## src/rtl/muldiv_unit_pkg.sv

```systemverilog
// Shared encodings for the iterative multiply/divide unit: operation codes and FSM states.
package muldiv_unit_pkg;

  typedef enum logic [2:0] {
    OP_MULT  = 3'd0,
    OP_MULTU = 3'd1,
    OP_DIV   = 3'd2,
    OP_DIVU  = 3'd3,
    OP_MTHI  = 3'd4,
    OP_MTLO  = 3'd5
  } md_op_t;

  typedef enum logic [1:0] {
    ST_IDLE = 2'd0,
    ST_CALC = 2'd1,
    ST_SIGN = 2'd2
  } md_state_t;

endpackage

```

## src/rtl/div_step.sv

```systemverilog
// One restoring-division iteration: shift in the next dividend bit, subtract the divisor if it fits.
module div_step #(
  parameter int unsigned WIDTH = 32
) (
  input  logic [WIDTH-1:0] rem_i,
  input  logic             dividend_bit_i,
  input  logic [WIDTH-1:0] divisor_i,
  output logic [WIDTH-1:0] rem_c_o,
  output logic             qbit_c_o
);

  logic [WIDTH:0] shifted;
  logic [WIDTH:0] diff;

  always_comb begin
    shifted  = {rem_i, dividend_bit_i};
    diff     = shifted - {1'b0, divisor_i};
    qbit_c_o = (shifted >= {1'b0, divisor_i});
    rem_c_o  = qbit_c_o ? diff[WIDTH-1:0] : shifted[WIDTH-1:0];
  end

endmodule

```

## src/rtl/muldiv_unit.sv

```systemverilog
// Iterative HI/LO multiply/divide unit: one bit per cycle on operand magnitudes, sign fix-up last.
module muldiv_unit
  import muldiv_unit_pkg::*;
#(
  parameter int unsigned WIDTH = 32
) (
  input  logic             clk,
  input  logic             rst,
  input  logic             start,
  input  logic [2:0]       op,
  input  logic [WIDTH-1:0] srca,
  input  logic [WIDTH-1:0] srcb,
  input  logic             flush,
  output logic             busy,
  output logic             done,
  output logic             div0,
  output logic [WIDTH-1:0] hi,
  output logic [WIDTH-1:0] lo
);

  localparam int unsigned CNT_W = $clog2(WIDTH) + 1;
  localparam int unsigned W2    = 2 * WIDTH;

  md_state_t        state_q, state_d;
  logic [CNT_W-1:0] cnt_q, cnt_d;
  logic [W2-1:0]    work_q, work_d;
  logic [WIDTH-1:0] opb_q, opb_d;
  logic [WIDTH-1:0] raw_a_q, raw_a_d;
  logic [WIDTH-1:0] hi_q, hi_d;
  logic [WIDTH-1:0] lo_q, lo_d;
  logic             is_div_q, is_div_d;
  logic             neg_res_q, neg_res_d;
  logic             neg_rem_q, neg_rem_d;
  logic             dz_q, dz_d;
  logic             busy_q, busy_d;
  logic             done_q, done_d;
  logic             div0_q, div0_d;

  logic             signed_op, a_neg, b_neg, op_div;
  logic [WIDTH-1:0] a_mag, b_mag;
  logic [WIDTH:0]   mul_sum;
  logic [W2-1:0]    mul_next, div_next, prod_neg;
  logic [WIDTH-1:0] step_rem;
  logic             step_qbit;

  // Work register holds {acc, multiplier} for multiply and {remainder, dividend/quotient} for divide.
  div_step #(.WIDTH(WIDTH)) u_div_step (
    .rem_i          (work_q[W2-1:WIDTH]),
    .dividend_bit_i (work_q[WIDTH-1]),
    .divisor_i      (opb_q),
    .rem_c_o        (step_rem),
    .qbit_c_o       (step_qbit)
  );

  always_comb begin
    mul_sum  = {1'b0, work_q[W2-1:WIDTH]} + (work_q[0] ? {1'b0, opb_q} : {(WIDTH+1){1'b0}});
    mul_next = {mul_sum, work_q[WIDTH-1:1]};
    div_next = {step_rem, work_q[WIDTH-2:0], step_qbit};
    prod_neg = -work_q;
  end

  always_comb begin
    state_d   = state_q;
    cnt_d     = cnt_q;
    work_d    = work_q;
    opb_d     = opb_q;
    raw_a_d   = raw_a_q;
    is_div_d  = is_div_q;
    neg_res_d = neg_res_q;
    neg_rem_d = neg_rem_q;
    dz_d      = dz_q;
    hi_d      = hi_q;
    lo_d      = lo_q;
    done_d    = 1'b0;
    div0_d    = div0_q;
    signed_op = (op == OP_MULT) || (op == OP_DIV);
    op_div    = (op == OP_DIV) || (op == OP_DIVU);
    a_neg     = signed_op & srca[WIDTH-1];
    b_neg     = signed_op & srcb[WIDTH-1];
    a_mag     = a_neg ? -srca : srca;
    b_mag     = b_neg ? -srcb : srcb;

    unique case (state_q)
      ST_IDLE: begin
        if (start && !flush) begin
          case (op)
            OP_MULT, OP_MULTU, OP_DIV, OP_DIVU: begin
              is_div_d  = op_div;
              neg_res_d = a_neg ^ b_neg;
              neg_rem_d = a_neg;
              dz_d      = op_div && (srcb == '0);
              work_d    = op_div ? {{WIDTH{1'b0}}, a_mag} : {{WIDTH{1'b0}}, b_mag};
              opb_d     = op_div ? b_mag : a_mag;
              raw_a_d   = srca;
              cnt_d     = '0;
              div0_d    = 1'b0;
              state_d   = ST_CALC;
            end
            OP_MTHI: begin
              hi_d   = srca;
              done_d = 1'b1;
              div0_d = 1'b0;
            end
            OP_MTLO: begin
              lo_d   = srca;
              done_d = 1'b1;
              div0_d = 1'b0;
            end
            default: ;
          endcase
        end
      end
      ST_CALC: begin
        work_d = is_div_q ? div_next : mul_next;
        cnt_d  = cnt_q + CNT_W'(1);
        if (cnt_q == CNT_W'(WIDTH - 1)) state_d = ST_SIGN;
      end
      ST_SIGN: begin
        state_d = ST_IDLE;
        done_d  = 1'b1;
        if (dz_q) begin
          lo_d   = '1;
          hi_d   = raw_a_q;
          div0_d = 1'b1;
        end else if (is_div_q) begin
          lo_d = neg_res_q ? -work_q[WIDTH-1:0] : work_q[WIDTH-1:0];
          hi_d = neg_rem_q ? -work_q[W2-1:WIDTH] : work_q[W2-1:WIDTH];
        end else begin
          {hi_d, lo_d} = neg_res_q ? prod_neg : work_q;
        end
      end
      default: state_d = ST_IDLE;
    endcase

    // Flush abandons the in-flight result entirely.
    if (flush && (state_q != ST_IDLE)) begin
      state_d = ST_IDLE;
      done_d  = 1'b0;
      hi_d    = hi_q;
      lo_d    = lo_q;
      div0_d  = div0_q;
    end

    busy_d = (state_d != ST_IDLE);
  end

  always_ff @(posedge clk) begin
    if (rst) begin
      state_q   <= ST_IDLE;
      cnt_q     <= '0;
      work_q    <= '0;
      opb_q     <= '0;
      raw_a_q   <= '0;
      is_div_q  <= 1'b0;
      neg_res_q <= 1'b0;
      neg_rem_q <= 1'b0;
      dz_q      <= 1'b0;
      hi_q      <= '0;
      lo_q      <= '0;
      busy_q    <= 1'b0;
      done_q    <= 1'b0;
      div0_q    <= 1'b0;
    end else begin
      state_q   <= state_d;
      cnt_q     <= cnt_d;
      work_q    <= work_d;
      opb_q     <= opb_d;
      raw_a_q   <= raw_a_d;
      is_div_q  <= is_div_d;
      neg_res_q <= neg_res_d;
      neg_rem_q <= neg_rem_d;
      dz_q      <= dz_d;
      hi_q      <= hi_d;
      lo_q      <= lo_d;
      busy_q    <= busy_d;
      done_q    <= done_d;
      div0_q    <= div0_d;
    end
  end

  assign busy = busy_q;
  assign done = done_q;
  assign div0 = div0_q;
  assign hi   = hi_q;
  assign lo   = lo_q;

endmodule

```

## config.mk

```make
export PLATFORM = sky130hd
export DESIGN_NAME = muldiv_unit
export DESIGN_NICKNAME = d
export VERILOG_FILES = /design/src/rtl/muldiv_unit_pkg.sv /design/src/rtl/div_step.sv /design/src/rtl/muldiv_unit.sv
export SDC_FILE = /design/constraint.sdc
export NUM_CORES = 1
export LEC_CHECK = 0
export ABC_AREA = 1
export CAP_MARGIN = 20
export CORE_MARGIN = 10
export CORE_UTILIZATION = 35
export CTS_CLUSTER_DIAMETER = 40
export DETAILED_ROUTE_END_ITERATION = 10
export SYNTH_ARGS = -nofsm -noshare
export SYNTH_HDL_FRONTEND = slang
export SYNTH_SLANG_ARGS = --single-unit
```

## constraint.sdc

```tcl
create_clock -name clk -period 3.8 [get_ports clk]
set_input_delay 1.14 -clock clk [delete_from_list [all_inputs] [get_ports clk]]
set_output_delay 1.14 -clock clk [all_outputs]
set_load 0.01 [all_outputs]
```

==> results of run 1 <==
cell families after synthesis:
group | after synthesis
AOI/OAI and AO/OA | 774
xor gates and xnor gates | 82
adders and majority gates | 71
buffers and inverters | 551
DFF | 207
and+or+nand+nor | 1552
worst min-delay path by stage:
stage / slack [ns] / end / start / depth (start not counted)
after floorplan: 0.45 / raw_a_q[1] / raw_a_q[1] / 2
final: 0.46 / lo[5] / lo[5] / 2
after CTS: 0.46 / lo[27] / lo[27] / 2
after detailed placement: 0.46 / lo[25] / lo[25] / 2
after global placement: 0.45 / lo[30] / lo[30] / 2
after global routing: 0.48 / lo[6] / lo[6] / 2
power breakdown:
| part | switching, W | total, W | internal [W] |
|---|---|---|---|
| Combinational | 0.00149 | 0.00214 | 0.000652 |
| Clock | 0.00142 | 0.00384 | 0.00241 |
| Sequential | 0.0000947 | 0.00235 | 0.00226 |
cell type report:
class,count,area [um2]
Multi-Input combinational cell,2479,12300
Fill cell,5791,30100
Sequential cell,207,4150
Inverter,413,1550
Tap cell,688,861
Clock inverter,26,288
Clock buffer,50,1150
Timing Repair Buffer,233,2110
routing by layer:
layer | GRT usage (%) | vias up | routed length (um)
met5 | 0 | - | 0
met4 | 12.1 | 0 | 4250
met3 | 6.28 | 232 | 9770
met2 | 42.5 | 1289 | 39500
met1 | 36.2 | 10700 | 37700
li1 | - | 11000 | -
synthesized netlist by cell type, types with 4 or more instances:
cell	count	share of area, %
o21bai_1	10	0.40
xor2_1	77	3.6
clkbuf_1	101	2.0
nand2_2	4	0.13
a211oi_1	4	0.16
o21ai_0	257	6.9
o22ai_1	31	1.0
a21oi_1	356	9.6
o221ai_1	17	0.80
a21o_1	7	0.28
a31oi_1	22	0.74
inv_1	405	8.2
or2_2	11	0.37
nand2_1	834	17
o21a_1	4	0.16
nor2_2	7	0.24
xnor2_1	5	0.24
nand3b_1	9	0.36
and2_1	4	0.13
ha_1	69	4.6
o211ai_1	32	1.3
buf_2	17	0.46
buf_4	4	0.16
nor3_1	26	0.70
dfxtp_1	207	22
a22oi_1	10	0.40
o21ai_1	14	0.38
nand3_1	302	8.1
nor2_1	298	6.0
nor4_1	13	0.44
buf_1	14	0.28
nand4_1	37	1.2
inv_2	7	0.14
cell usage in the layout (no fill, tap or decap), drive strengths merged, types with 31 or more instances in the layout:
cell	count
a21oi	359
buf	97
clkbuf	50
clkdlybuf4s50	136
dfxtp	207
ha	69
inv	424
nand2	839
nand3	302
nand4	37
nor2	306
o211ai	32
o21ai	273
o22ai	31
xor2	77
worst reg2reg max path, cell delays in order (launching register included):
cell,delay (ns)
dfxtp_1,0.76
buf_4,0.32
nand2_1,0.07
inv_1,0.06
ha_1,0.26
a21oi_1,0.40
inv_1,0.08
a21oi_1,0.36
inv_1,0.08
nand2_1,0.07
nand2_1,0.11
or2_2,0.29
nand3_1,0.18
nand3_1,0.11
nand2_1,0.06
a21oi_1,0.06
flip-flops by register name, indices dropped and copies added (netlist names):
name	count
neg_res_q	1
state_q	2
opb_q	32
lo	32
work_q	64
cnt_q	6
neg_rem_q	1
raw_a_q	32
div0	1
is_div_q	1
done	1
hi	32
dz_q	1
busy	1
through the flow:
step | cell area (um2) | total power, W
finish | 22400 | 0.00833
global route | 22400 | 0.00862
CTS | 22400 | 0.00829
detailed placement | 21000 | 0.00445
global placement | 21000 | 0.00446
floorplan | 18600 | 0.00360
==> results by group, run 1 <==
Status
  – Outcome: complete, no violations

Critical path
  – Buf/Inv on CP: 4
  – CP cell instances: buf_4, nand2_1, inv_1, ha_1, a21oi_1, inv_1, a21oi_1, inv_1, nand2_1, nand2_1, or2_2, nand3_1, nand3_1, nand2_1, a21oi_1
  – Critical path type: reg2reg
  – Worst path depth: 15
  – Critical path arrival: 3.82 ns
  – Worst Path Max Fanout: 12
  – Most frequent CP cell: nand2_1
  – Crit-path max cell delay: 0.76 ns
  – Reg-to-Reg Start: work_q[0]
  – Critical path endpoint: work_q[45]
  – Critical path capture point type: register
  – Reg2reg setup slack: 0.41 ns
  – CP top delay family: simple AND/OR/NAND/NOR gates
  – CP startpoint: work_q[0]
  – FF-to-FF End: work_q[45]
  – Worst setup SP type: register
  – R2R depth: 15
  – CP Data Required Time: 4.23 ns
  – Max stage delay cell, worst path: dfxtp_1

Placed design
  – GP Congestion: 1.08
  – Place WS: 0.0937 ns
  – Placed cells: 4020
  – Hpwl dp: 72.0 mm
  – Port buffer count: 137

Global route
  – Final global-route overflow total: 0
  – Largest net degree at the start of global routing: 69
  – Vias in the first global route: 21500
  – GRT Total Usage: 27.6%
  – First-pass GRT wire length: 135 mm
  – Initial antenna violation count: 0

Power and ir drop
  – Leakage: 10.6 nW
  – PD cells: 371 mW/mm2
  – Max VDD drop: 303 uV

Yosys
  – Syn Nets: 3379
  – Avg Cell Area, Syn: 5.74 um2
  – Main combinational cell family by area after synthesis: simple AND/OR/NAND/NOR gates
  – Ys flop type: dfxtp_1
  – Warnings from Yosys: 0
  – Mux contribution to synthesized area: 0%
  – Compound-gate portion of the synthesized area: 22.6%
  – Synth Area in Simple Gates: 35.0%
  – Syn Inst Count: 3237
  – Flops & latches, synth: 207
  – Synthesized area: 0.0186 mm2
  – Seq/Total Area, Yosys: 22.3%
  – Post-synth EDFFs: 0
  – Xor/xnor share of the synthesized area: 3.86%
  – Adder-cell share of the synthesized area: 4.86%
  – Async SR Flop Fraction: 0%
  – Synth unique cells: 49

Timing
  – Final setup skew: 0.0240 ns
  – # setup viols final: 0
  – Pins Over Slew Limit: 0
  – Min Clock Period, post-route: 3.39 ns
  – RSZ-0062 raised after global routing: no
  – FMAX: 0.295 GHz
  – Slew margin rel.: 34.9%
  – Hold_ws: 0.462 ns
  – Sum Neg Setup Slack: 0 ns
  – Worst setup margin: 0.410 ns
  – Hold Violations, Final: 0
  – Worst slew pin tran: 0.969 ns
  – Tcrit/Tclk final: 89.2%

Floorplanning
  – Die H: 250 um
  – Rows: 84
  – Die Wd: 250 um
  – Die ar.: 0.0627 mm2
  – Initial Utilization: 35.4%
  – Ports: 138
  – Core Area: 0.0526 mm2

Route
  – Routed vias/inst: 5.66
  – Number of remaining DRC errors: 0
  – Vias: 23200
  – Initial DRT Pass Iterations: 8
  – Routed wire per std cell: 22.3 um
  – Iter 0 DRT Violations: 3104
  – Final WL: 91.2 mm
  – Detail Route Antenna Nets: 0

CTS
  – Clk_lat worst skew: 0.57 ns
  – Post-CTS setup buffers: 0
  – CTS Hold Buffers Added: 0
  – Reg clk slew, reported paths: 0.05 ns
  – CTS tree: yes
  – Num Clock Sinks: 207
  – # H-tree levels: 2
  – Cts repair resizes: 0
  – Root buf cell: clkbuf_16
  – Clock buffer count from CTS: 43
  – Max clock buf depth: 3

Layout
  – Area delta synth->final: 20.7%
  – # nets final: 3519
  – Layout cells sized above 1: 6.28%
  – Post-route core utilization: 42.7%
  – Finished Layout Cells: 4096
  – N_diodes: 0

Hold path
  – Min-Delay Path Class: reg2reg

Job
  – Max-cap viol count: 0
Note: power is estimated with default switching activity, not from simulation.
==> run 2, diff against run 1 <==
--- a/config.mk
+++ b/config.mk
@@ -9,7 +9,7 @@
 export CAP_MARGIN = 20
 export CORE_MARGIN = 10
 export CORE_UTILIZATION = 35
-export CTS_CLUSTER_DIAMETER = 40
+export CTS_CLUSTER_DIAMETER = 200
 export DETAILED_ROUTE_END_ITERATION = 10
 export SYNTH_ARGS = -nofsm -noshare
 export SYNTH_HDL_FRONTEND = slang
==> results by group, run 2 (synthesis gave the netlist of run 1 again) <==
Critical path
  – Worst Path Max Fanout: 12 (unchanged)
  – Reg2reg setup slack: 0.40 ns (about the same)
  – CP startpoint: work_q[0]
  – CP Data Required Time: 4.31 ns (+0.08 ns)
  – FF-to-FF End: work_q[50]
  – Critical path type: reg2reg
  – Worst setup SP type: register
  – Reg-to-Reg Start: work_q[0]
  – Critical path capture point type: register
  – Critical path arrival: 3.91 ns (+0.09 ns)
  – R2R depth: 17 (+2)

Timing
  – Slew margin rel.: 32.6% (-2.3 points)
  – Pins Over Slew Limit: 0 (unchanged)
  – Final setup skew: 0.0156 ns (-0.00837 ns)
  – FMAX: 0.294 GHz (-0.37%)
  – RSZ-0062 raised after global routing: no
  – Hold Violations, Final: 0 (unchanged)
  – Min Clock Period, post-route: 3.40 ns (+0.0126 ns)
  – # setup viols final: 0 (unchanged)
  – Worst slew pin tran: 1.01 ns (+0.0387 ns)
  – Tcrit/Tclk final: 89.5% (+0.33 points)

Hold path
  – WHS Path Cells: 2 (unchanged)
  – Hold path startpoint: lo[5]
  – Worst Hold End: lo[5]
  – Min-Delay Path Class: reg2reg

CTS
  – Reg clk slew, reported paths: 0.07 ns (+0.02 ns)
  – Post-CTS setup buffers: 0 (unchanged)
  – CTS Hold Buffers Added: 0 (unchanged)
  – Clk_lat worst skew: 0.57 ns (about the same)
  – CTS tree: yes
  – Root buf cell: clkbuf_16
  – Clock buffer count from CTS: 26 (-40%)
  – Max clock buf depth: 3 (unchanged)
  – Num Clock Sinks: 207 (unchanged)
  – Cts repair resizes: 0 (unchanged)
  – # H-tree levels: 1 (-1)

Floorplanning
  – Rows: 84 (unchanged)
  – Die Wd: 250 um (unchanged)
  – Core Area: 0.0526 mm2 (unchanged)
  – Initial Utilization: 35.4% (unchanged)
  – Ports: 138 (unchanged)
  – Die ar.: 0.0627 mm2 (unchanged)
  – Die H: 250 um (unchanged)

Power and ir drop
  – Combinational power share: 30.0% (+4.3 points)
  – Leakage: 10.3 nW (-2.5%)
  – Clk pwr share: 37.1% (-9.0 points)
  – Max VDD drop: 289 uV (-4.4%)
  – Internal power: 0.00445 W (-16%)
  – Total power: 0.00714 W (-14%)
  – Sw frac: 37.6% (+1.5 points)
  – P_sw: 0.00269 W (-11%)
  – PD cells: 326 mW/mm2 (-12%)
  – Reg power frac: 32.9% (+4.7 points)

Route
  – Number of remaining DRC errors: 0 (unchanged)
  – Vias: 23000 (-0.63%)
  – Iter 0 DRT Violations: 2789 (-10%)
  – Initial DRT Pass Iterations: 6 (-2)
  – Final WL: 90.9 mm (-0.25%)
  – Routed vias/inst: 5.66 (about the same)
  – Detail Route Antenna Nets: 0 (unchanged)
  – Routed wire per std cell: 22.4 um (+0.46%)

Global route
  – Vias in the first global route: 21300 (-0.93%)
  – First-pass GRT wire length: 134 mm (-0.35%)
  – Largest net degree at the start of global routing: 69 (unchanged)
  – GRT Total Usage: 27.5% (-0.17 points)
  – Final global-route overflow total: 0 (unchanged)
  – Initial antenna violation count: 0 (unchanged)

Layout
  – Most frequent cells in the layout: nand2_1 (833), inv_1 (403), a21oi_1 (355), nand3_1 (302), nor2_1 (297)
  – Max reg flops: 64 (unchanged)
  – Layout cells sized above 1: 5.42% (-0.86 points)
  – Most common cell after layout, fill and taps aside: nand2_1
  – # nets final: 3502 (-0.48%)
  – Finished Layout Cells: 4067 (-0.71%)
  – Area delta synth->final: 17.8%
  – Biggest register: work_q
  – N_diodes: 0 (unchanged)
  – Fill cells: 5812 (+0.36%)

Placed design
  – Hpwl dp: 72.0 mm (unchanged)
  – GP Congestion: 1.08 (unchanged)
  – Placed cells: 4020 (unchanged)
  – Port buffer count: 137 (unchanged)

Job
  – Max-cap viol count: 0 (unchanged)

Status
  – Outcome: complete, no violations
[run 2: final cells by class]
| type | instances | area, um2 | share of cell area [%] |
|---|---|---|---|
| multi-input cells | 2479 | 12300 | 56.3 |
| flip-flops and latches | 207 | 4150 | 18.9 |
| repair buffers | 233 | 2110 | 9.64 |
| inverters | 413 | 1550 | 7.08 |
| well taps | 688 | 861 | 3.93 |
| clock buffers | 39 | 812 | 3.71 |
| clock inverters | 8 | 85.1 | 0.388 |
[run 2: layer usage]
metal  global-route usage [%]  vias up  routed length, um
met5                        0        -                  0
met4                     11.1        0               4060
met3                     6.07      210               9700
met2                     42.4     1215              39600
met1                     36.4    10700              37600
li1                         -    10900                  -
[run 2: worst max path at each step]
stage	cells past startpoint	to
after floorplan	11	work_q[18]
after global placement	10	opb_q[31]
after detailed placement	10	opb_q[31]
after CTS	17	work_q[50]
after global routing	17	work_q[50]
final	17	work_q[50]
[run 2: stage by stage]
stage	cell area (um2)	TNS [ns]	utilization, %	hold slack, ns	setup WS [ns]
2_1_floorplan	18600	0	-	0.448	1.17
3_3_place_gp	21000	-0.0546	40.0	0.455	-0.0287
3_5_place_dp	21000	0	40.0	0.456	0.0937
4_1_cts	21900	0	41.7	0.466	0.605
5_1_grt	21900	0	41.7	0.482	0.193
6_report	21900	0	41.7	0.462	0.398
[run 2: power groups by stage]
stage	clock network (W)	registers [W]	logic, W
finish	0.00265	0.00235	0.00214
global route	0.00275	0.00235	0.00230
CTS	0.00266	0.00234	0.00208
detailed placement	0	0.00239	0.00207
global placement	0	0.00239	0.00207
floorplan	0	0.00236	0.00124
[run 2: critical path, stage by stage, from the launching register on]
cell     delay (ns)
dfxtp_1        0.75
buf_4          0.31
nand2_1        0.07
inv_1          0.08
ha_1           0.34
nand2_1        0.32
nor2_1         0.09
nor2_1         0.13
nand2_1        0.21
nand2_1        0.11
nand2_1        0.12
nand3_1        0.10
nand3_1        0.13
nand2_1        0.10
inv_1          0.04
o21ai_0        0.24
nand3_1        0.12
nand2_1        0.09
